File: src/rtl/time_display_scan_if.sv
// -----------------------------------------------------------------------------
// time_display_scan_if
// Bundles the time word, blanking control and display drive lines between
// the display scanner and whatever feeds it / observes it.
//   time_in : {min[5:0], sec[5:0], msec[5:0]}, each field binary 0..63
//   blank   : 1 turns all digits off
//   seg_n   : active-low segments {g,f,e,d,c,b,a}
//   dp_n    : active-low decimal point
//   an_n    : active-low digit enables, bit k = digit k
// master : the side supplying time_in/blank (upstream stage or bench)
// slave  : the scanner itself
// -----------------------------------------------------------------------------
interface time_display_scan_if;
   logic [17:0] time_in;
   logic        blank;
   logic [6:0]  seg_n;
   logic        dp_n;
   logic [5:0]  an_n;

   modport master (
      output time_in,
      output blank,
      input  seg_n,
      input  dp_n,
      input  an_n
   );

   modport slave (
      input  time_in,
      input  blank,
      output seg_n,
      output dp_n,
      output an_n
   );
endinterface

File: src/rtl/time_display_scan.sv
// -----------------------------------------------------------------------------
// time_display_scan
// Multiplexed six-digit common-anode seven-segment driver for a packed
// {min, sec, msec} time word. The word is snapshotted once per scan frame so
// a frame never mixes two different time values; each field is split into
// BCD tens/ones (values >= 60 show dashes) and digits are lit one at a time
// for SCAN_DIV clock cycles each.
// Ports:
//   clk   : system clock, rising edge
//   rst_n : asynchronous active-low reset
//   bus   : slave side of time_display_scan_if (time_in, blank -> seg_n,
//           dp_n, an_n; all outputs registered)
// Digit map: 0/1 = msec ones/tens, 2/3 = sec ones/tens, 4/5 = min ones/tens.
// -----------------------------------------------------------------------------
module time_display_scan #(
   parameter int unsigned SCAN_DIV = 50000
) (
   input  logic                clk,
   input  logic                rst_n,
   time_display_scan_if.slave  bus
);

   localparam int unsigned     CNT_W   = $clog2(SCAN_DIV);
   localparam logic [CNT_W-1:0] CNT_MAX = CNT_W'(SCAN_DIV - 1);

   // ---------------------------------------------------------------------
   // State
   // ---------------------------------------------------------------------
   logic [CNT_W-1:0] div_cnt_q, div_cnt_d;
   logic [2:0]       idx_q, idx_d;
   logic [17:0]      snap_q, snap_d;
   logic [6:0]       seg_n_q, seg_n_d;
   logic             dp_n_q, dp_n_d;
   logic [5:0]       an_n_q, an_n_d;

   logic tc;
   logic frame_end;

   assign tc        = (div_cnt_q == CNT_MAX);
   assign frame_end = tc && (idx_q == 3'd5);

   // ---------------------------------------------------------------------
   // Per-field BCD split of the snapshot: field 0 = msec, 1 = sec, 2 = min
   // ---------------------------------------------------------------------
   logic [3:0] tens_w [3];
   logic [3:0] ones_w [3];
   logic       dash_w [3];

   for (genvar gi = 0; gi < 3; gi++) begin : g_field
      logic [5:0] field_w;
      logic [5:0] tens_full_w;
      logic [5:0] ones_full_w;
      assign field_w     = snap_q[6*gi +: 6];
      assign tens_full_w = field_w / 6'd10;
      assign ones_full_w = field_w % 6'd10;
      assign tens_w[gi]  = tens_full_w[3:0];
      assign ones_w[gi]  = ones_full_w[3:0];
      // 60..63 cannot be a valid minute/second/msec-tick value
      assign dash_w[gi]  = (field_w > 6'd59);
   end

   // Active-low common-anode segment code, {g,f,e,d,c,b,a}
   function automatic logic [6:0] seg_code(input logic [3:0] d);
      logic [6:0] c;
      case (d)
         4'd0:    c = 7'h40;
         4'd1:    c = 7'h79;
         4'd2:    c = 7'h24;
         4'd3:    c = 7'h30;
         4'd4:    c = 7'h19;
         4'd5:    c = 7'h12;
         4'd6:    c = 7'h02;
         4'd7:    c = 7'h78;
         4'd8:    c = 7'h00;
         4'd9:    c = 7'h10;
         default: c = 7'h3F;
      endcase
      return c;
   endfunction

   // ---------------------------------------------------------------------
   // Next-state logic
   // ---------------------------------------------------------------------
   always_comb begin
      div_cnt_d = div_cnt_q;
      idx_d     = idx_q;
      snap_d    = snap_q;

      if (tc) begin
         div_cnt_d = '0;
         idx_d     = (idx_q == 3'd5) ? 3'd0 : idx_q + 3'd1;
      end else begin
         div_cnt_d = div_cnt_q + CNT_W'(1);
      end

      // Frame boundary: the new word first appears on digit 0 of the next
      // frame because idx wraps on this same edge.
      if (frame_end) begin
         snap_d = bus.time_in;
      end
   end

   // ---------------------------------------------------------------------
   // Output decode (registered below, so outputs trail idx by one cycle)
   // ---------------------------------------------------------------------
   always_comb begin
      logic [3:0] digit;
      logic       dash;

      digit = 4'd0;
      dash  = 1'b0;

      // idx[2:1] picks the field, idx[0] picks tens over ones
      case (idx_q[2:1])
         2'd0: begin
            digit = idx_q[0] ? tens_w[0] : ones_w[0];
            dash  = dash_w[0];
         end
         2'd1: begin
            digit = idx_q[0] ? tens_w[1] : ones_w[1];
            dash  = dash_w[1];
         end
         2'd2: begin
            digit = idx_q[0] ? tens_w[2] : ones_w[2];
            dash  = dash_w[2];
         end
         default: begin
            digit = 4'd0;
            dash  = 1'b1;
         end
      endcase

      seg_n_d = dash ? 7'h3F : seg_code(digit);
      // Decimal points sit on sec ones and min ones to separate fields
      dp_n_d  = !((idx_q == 3'd2) || (idx_q == 3'd4));
      an_n_d  = ~(6'b000001 << idx_q);

      if (bus.blank) begin
         seg_n_d = 7'h7F;
         dp_n_d  = 1'b1;
         an_n_d  = 6'h3F;
      end
   end

   // ---------------------------------------------------------------------
   // Registers
   // ---------------------------------------------------------------------
   always_ff @(posedge clk or negedge rst_n) begin
      if (!rst_n) begin
         div_cnt_q <= '0;
         idx_q     <= 3'd0;
         snap_q    <= 18'd0;
         seg_n_q   <= 7'h7F;
         dp_n_q    <= 1'b1;
         an_n_q    <= 6'h3F;
      end else begin
         div_cnt_q <= div_cnt_d;
         idx_q     <= idx_d;
         snap_q    <= snap_d;
         seg_n_q   <= seg_n_d;
         dp_n_q    <= dp_n_d;
         an_n_q    <= an_n_d;
      end
   end

   assign bus.seg_n = seg_n_q;
   assign bus.dp_n  = dp_n_q;
   assign bus.an_n  = an_n_q;

endmodule
File: src/flat_wrapper.sv
// flat-port wrapper written by rule: the top's interface ports become plain ports
module time_display_scan_flat 
#(
   parameter int unsigned SCAN_DIV = 50000
)
  (clk, rst_n, bus_time_in, bus_blank, bus_seg_n, bus_dp_n, bus_an_n);
  time_display_scan_if bus_i ();
  input  logic clk;
  input  logic rst_n;
  input wire logic [$bits(bus_i.time_in)-1:0] bus_time_in;
  input wire logic [$bits(bus_i.blank)-1:0] bus_blank;
  output wire logic [$bits(bus_i.seg_n)-1:0] bus_seg_n;
  output wire logic [$bits(bus_i.dp_n)-1:0] bus_dp_n;
  output wire logic [$bits(bus_i.an_n)-1:0] bus_an_n;
  assign bus_i.time_in = bus_time_in;
  assign bus_i.blank = bus_blank;
  assign bus_seg_n = bus_i.seg_n;
  assign bus_dp_n = bus_i.dp_n;
  assign bus_an_n = bus_i.an_n;
  time_display_scan #(.SCAN_DIV(SCAN_DIV)) u_core (.clk(clk), .rst_n(rst_n), .bus(bus_i));
endmodule
File: config.mk
export PLATFORM = sky130hd
export DESIGN_NAME = time_display_scan_flat
export DESIGN_NICKNAME = d
export VERILOG_FILES = /design/src/rtl/time_display_scan_if.sv /design/src/rtl/time_display_scan.sv /design/src/flat_wrapper.sv
export SDC_FILE = /design/constraint.sdc
export NUM_CORES = 1
export LEC_CHECK = 0
export CAP_MARGIN = 0
export CORE_ASPECT_RATIO = 1.1
export CORE_MARGIN = 2
export CORE_UTILIZATION = 49
export DETAILED_ROUTE_END_ITERATION = 6
export GPL_TIMING_DRIVEN = 1
export PLACE_DENSITY_LB_ADDON = 0.1
export RECOVER_POWER = 25
export SLEW_MARGIN = 20
export SYNTH_ARGS = -nofsm -noshare
export SYNTH_HDL_FRONTEND = slang
export SYNTH_SLANG_ARGS = --single-unit
File: constraint.sdc
create_clock -name clk -period 2.9 [get_ports clk]
set_input_delay 0.87 -clock clk [delete_from_list [all_inputs] [get_ports clk]]
set_output_delay 0.87 -clock clk [all_outputs]
set_load 0.01 [all_outputs]
Word level (Yosys, flattened, before mapping) --
Memory sizes are Yosys's and may differ from the RTL's. Cells that the tools add are included.
Operators by class: reductions and logical operators 4, equality and inequality tests 6, multiplexer cells 11, shift-type cells 1, $lt $le $gt $ge 3, add/sub/neg operators 2, divide/modulo/power cells 6, bitwise logic cells 1
Operators with widths (number):
- $div A6 B4 Y6 const B | 3
- $gt A6 B6 Y1 const B | 3
- $mod A6 B4 Y6 const B | 3
- $add A16 B1 Y16 const B | 1
- $eq A16 B16 Y1 const B | 1
- $mux W16 | 1
- $mux W7 | 2
- $mux W4 | 3
- $pmux W4 S3 | 1
- $eq A3 B3 Y1 const B | 2
- $mux W6 | 1
- $not A6 Y6 | 1
- $shl A1 B3 Y6 const A | 1
- $add A3 B1 Y3 const B | 1
- $eq A3 B2 Y1 const B | 1
- $mux W3 | 1
- $pmux W1 S3 | 1
- $eq A2 B1 Y1 const B | 1
- $eq A2 B2 Y1 const B | 1
- $logic_not A2 Y1 | 1
- $logic_and A1 B1 Y1 | 1
- $logic_not A1 Y1 | 1
- $logic_or A1 B1 Y1 | 1
- $mux W1 | 1
Storage, ports and cells: memories kept 1, output and inout bits 14, bits of input ports 21, bits in read-only memories 112, flip-flop bits (word level) 51
Memories:
- (no name shown) | words 16, bits a word 7, rd ports 1, clocked after Yosys merged registers in 0, wr ports 0, RTL line time_display_scan.sv:65 | case (d)

Depth between registers and ports, before layout --
An unclocked memory read counts as a cell.
depth after elaboration 6, mapped depth 13

Least setup slack after synthesis --
OpenSTA, ideal clock, no wires.
kind reg2reg, start register u_core.snap_q[3], end register u_core.seg_n_q[6] (netlist: u_core.bus.seg_n[6]), library setup time 0.078 ns, stages on the path, launching flop included 12, arrival time 2.614 ns, required time 2.822 ns, slack 0.208 ns, period minus slack after synthesis 2.692 ns, cells stage by stage dfrtp_1 ha_1 a221o_1 a22oi_1 inv_1 ha_1 nand2_1 o2111ai_1 and3_1 buf_6 mux2_4 a31o_1
On the way: longest elaborated chain between the ends 6, elaborated cells on any way between the ends 9, classes of those cells 2 x div; 1 x order compare; 5 x mux; 1 x memory
RTL lines:
- start, declared | RTL line time_display_scan.sv:31 | logic [17:0] snap_q, snap_d;
- start signal, assigned | RTL line time_display_scan.sv:159 | snap_q <= snap_d;
- $mod A6 B4 Y6 or $div A6 B4 Y6 (tied branches) | RTL line time_display_scan.sv:55, time_display_scan.sv:54
- $mux W4 | RTL line time_display_scan.sv:116 | digit = idx_q[0] ? tens_w[0] : ones_w[0];
- $pmux W4 S3 | RTL line time_display_scan.sv:114 | case (idx_q[2:1])
- $mem_v2 Z16 W7
- $mux W7 * | RTL line time_display_scan.sv:133 | seg_n_d = dash ? 7'h3F : seg_code(digit);
- $mux W7 * | RTL line time_display_scan.sv:138 | if (bus.blank) begin
- net u_core.seg_n_d[6] | RTL line time_display_scan.sv:32 | logic [6:0] seg_n_q, seg_n_d;
- end signal, assigned | RTL line time_display_scan.sv:160 | seg_n_q <= seg_n_d;
- end, declared | RTL line time_display_scan.sv:32
Mark *: on every way through the listed nets, which the timed path passes. The rest lies on a longest branch. A chain may end at the register's enable or synchronous reset.

Final worst setup path --
start register u_core.snap_q[3], end register u_core.seg_n_q[4] (netlist: u_core.bus.seg_n[4])
Same word-level chain as after synthesis.

==> impl_results.md <==
- Outcome: finished, final reports clean
- Final nets: 430
- Iteration-0 DRC Markers: 154
- Count leader, synth: dfrtp_1
- Site row count: 31
- Non-filler cells in the finished layout: 481
- CTS buffer count: 5
- Die width: 82.9 um
- CTS root buffer: clkbuf_8
- Area delta synth->final: 19.6%
- Worst vdd ir: 232 uV
- Top cell type's share of synthesized area: 0.276
- Ys async rst share: 1.00
- Slew @ Worst Pin: 1.22 ns
- Slowest stage delay, CP: 0.47 ns
- Max frequency: 364 MHz
- Worst-Skew Late Latency: 0.31 ns
- Die Y: 90.8 um
- Pre-CTS setup slack: 0.0403 ns
- Slew Limit Fails: 0
- Synth Net Count: 387
- Hold WC Path Type: register to register
- Avg Vias per Cell: 5.69
- Routability congestion estimate: 0.861
- Core ar.: 6590 sq um
- Drt drc: 0
- Leak: 1.65 nW
- Pin count of the biggest net entering global routing: 52
- Final period util: 0.948
- Worst endpoint required time: 3.15 ns
- Most frequent cells after synthesis: dfrtp_1 (37), nand2_1 (32), nor2_1 (29), mux2_2 (18)
- Via count: 2737
- Final WS setup: 0.152 ns
- Tmin final: 2.75 ns
- Critical Path End Type: register
- Post-synth EDFFs: 0
- Synth Cell Area: 3350 sq um
- Rel. slew slack: 0.188
- Final Hold Fails: 0
- Syn Inst Count: 355
- Total GRT Usage: 0.200
- Initial antenna violation count: 0
- Die area: 7520 sq um
- Worst Setup Path Type: register to register
- Critical path arrival: 3.00 ns
- Worst-path clk slew: 0.11 ns
- Synth unique cells: 71
- Sequential-to-total area share from yosys stat: 0.386
- Final Util: 0.608
- H-tree Lvls: 2
- IO Count: 35
- Worst setup SP type: register
- Fill cell count: 584
- Final setup viols: 0
- FF/Latch Area: 1290 sq um
- Crit Path Max Fanout: 6
- Multi-input gate area: 1940 sq um
- Ant diodes: 0
- Vias in the first global route: 2586
- Avg Cell Area, Syn: 9.45 sq um
- ANT nets after route: 0
- Clock sink count: 51
- Initial Util: 0.509
- Most common flop cell mapped by yosys: dfrtp_1
- Hold buffers post-CTS: 0
- CTS tree: done
- Hold WS: 0.475 ns
- DP HPWL: 5240 um
- Final global-route overflow total: 0
- Pwr Total: 1.59 mW
- First-pass GRT wire length: 12500 um
- Total of max-cap violations: 0
- PortBufs: 34
- CP max-delay cell: o41ai_4
- DRT Pass-1 Iters: 4
- WL final: 7210 um
- FF+latch count, synth: 51
- Routed len/inst: 15.0 um
- Yosys top cell by area: dfrtp_1
- Share of layout cells above drive strength 1: 0.218
- CTS Buffer Depth: 2
- Clock Skew: 0.00873 ns
- Top cells by area, synth: dfrtp_1 (28%), dfstp_2 (11%), mux2_2 (6.0%), ha_1 (4.1%), xnor2_1 (3.7%)
- Critical-path cell list: ha_4, a221o_1, a22oi_2, inv_1, ha_2, a21oi_1, nor3_1, o41ai_4, inv_2, and2_4, o22a_1
- Number of synthesis warnings: 0
- Pwr Density: 397 nW/um^2
- Placed instance count: 469
==> layout by cell type, fill, tap and decap left out, types with 3 or more instances in the layout <==
cell,Yosys,final
buf_4,3,22
a21o_1,3,3
xor2_1,6,6
and3_1,4,4
nand3_1,11,11
mux2i_1,4,4
nand4_1,6,6
mux2_2,18,18
inv_1,12,11
clkbuf_8,0,5
a21oi_1,13,13
nand2_1,32,32
o21ai_1,4,4
o211ai_1,5,5
clkinv_1,3,3
o221ai_1,3,3
ha_2,0,3
xnor2_1,14,13
nand2b_1,12,11
nor2_1,29,29
o21ai_0,11,11
clkdlybuf4s50_1,0,33
dfrtp_1,37,36
a221o_1,3,3
ha_1,11,7
dfstp_2,14,14
nor3_1,6,6
nor2b_1,9,8
==> per-stage QoR <==
| stage | cell area, sq um | setup TNS [ns] |
|---|---|---|
| floorplan | 3350 | 0 |
| global placement | 3820 | 0 |
| detailed placement | 3820 | 0 |
| CTS | 3920 | 0 |
| global route | 4010 | -0.0528 |
| finish | 4010 | 0 |
==> layout make-up <==
cell class                 count  area share
timing repair buffer          58       0.129
multi-input combinational    266       0.484
clock buffer                   5      0.0172
inverter                      16      0.0150
clock inverter                 3     0.00655
sequential                    51       0.323
tap                           82      0.0256
==> registers in the layout (all words and copies together), names as in the netlist <==
signal / count
u_core.snap_q: 18
u_core.div_cnt_q: 16
u_core.idx_q: 3
u_core.bus.dp_n: 1
u_core.bus.seg_n: 7
u_core.bus.an_n: 6
==> layer usage <==
metal	global-route usage	share of wire	up-vias
met5	0	0	-
met3	0.0366	0.034	15
met4	0.0738	0.023	0
li1	-	-	1370
met1	0.274	0.46	1304
met2	0.317	0.48	48
==> timing repair <==
action | 4_1_cts | 5_1_grt
setup endpoints to repair | 0 | 7
resized for setup | 0 | 18
buffers inserted | 0 | 4
==> worst paths after layout <==
check,start,to,slack (ns),cells past startpoint
max,u_core.snap_q[3],u_core.bus.seg_n[4],0.15,11
min,u_core.div_cnt_q[0],u_core.div_cnt_q[0],0.48,1
max reg2reg,u_core.snap_q[3],u_core.bus.seg_n[4],0.15,11
min reg2reg,u_core.div_cnt_q[0],u_core.div_cnt_q[0],0.48,1
max in group asynchronous,rst_n,u_core.snap_q[9],1.20,2
min in group asynchronous,rst_n,u_core.snap_q[4],0.87,2
==> cells by family after synthesis <==
group                      count (synthesis)  synth area share
DFF                                       51             0.386
and+or+nand+nor                          131             0.209
AOI/OAI and AO/OA                         81             0.182
muxes                                     23            0.0769
buffers and inverters                     38            0.0530
adders and majority gates                 11            0.0410
xor gates and xnor gates                  20            0.0522
==> worst max-delay path: cells and delay by family (launching register included) <==
family,cells,cell delay (ns)
compound gates,5,1.34
fa+ha+maj,2,0.45
buf+inv,2,0.21
flops,1,0.43
simple gates,2,0.26
==> report_power, final <==
part / internal (mW) / switching (mW) / total, mW / leakage (nW)
Sequential: 0.752 / 0.0216 / 0.773 / 0.607
Combinational: 0.194 / 0.178 / 0.372 / 0.995
Clock: 0.179 / 0.267 / 0.446 / 0.0506
Total: 1.12 / 0.466 / 1.59 / 1.65
Power figures use the tool's default switching activity.
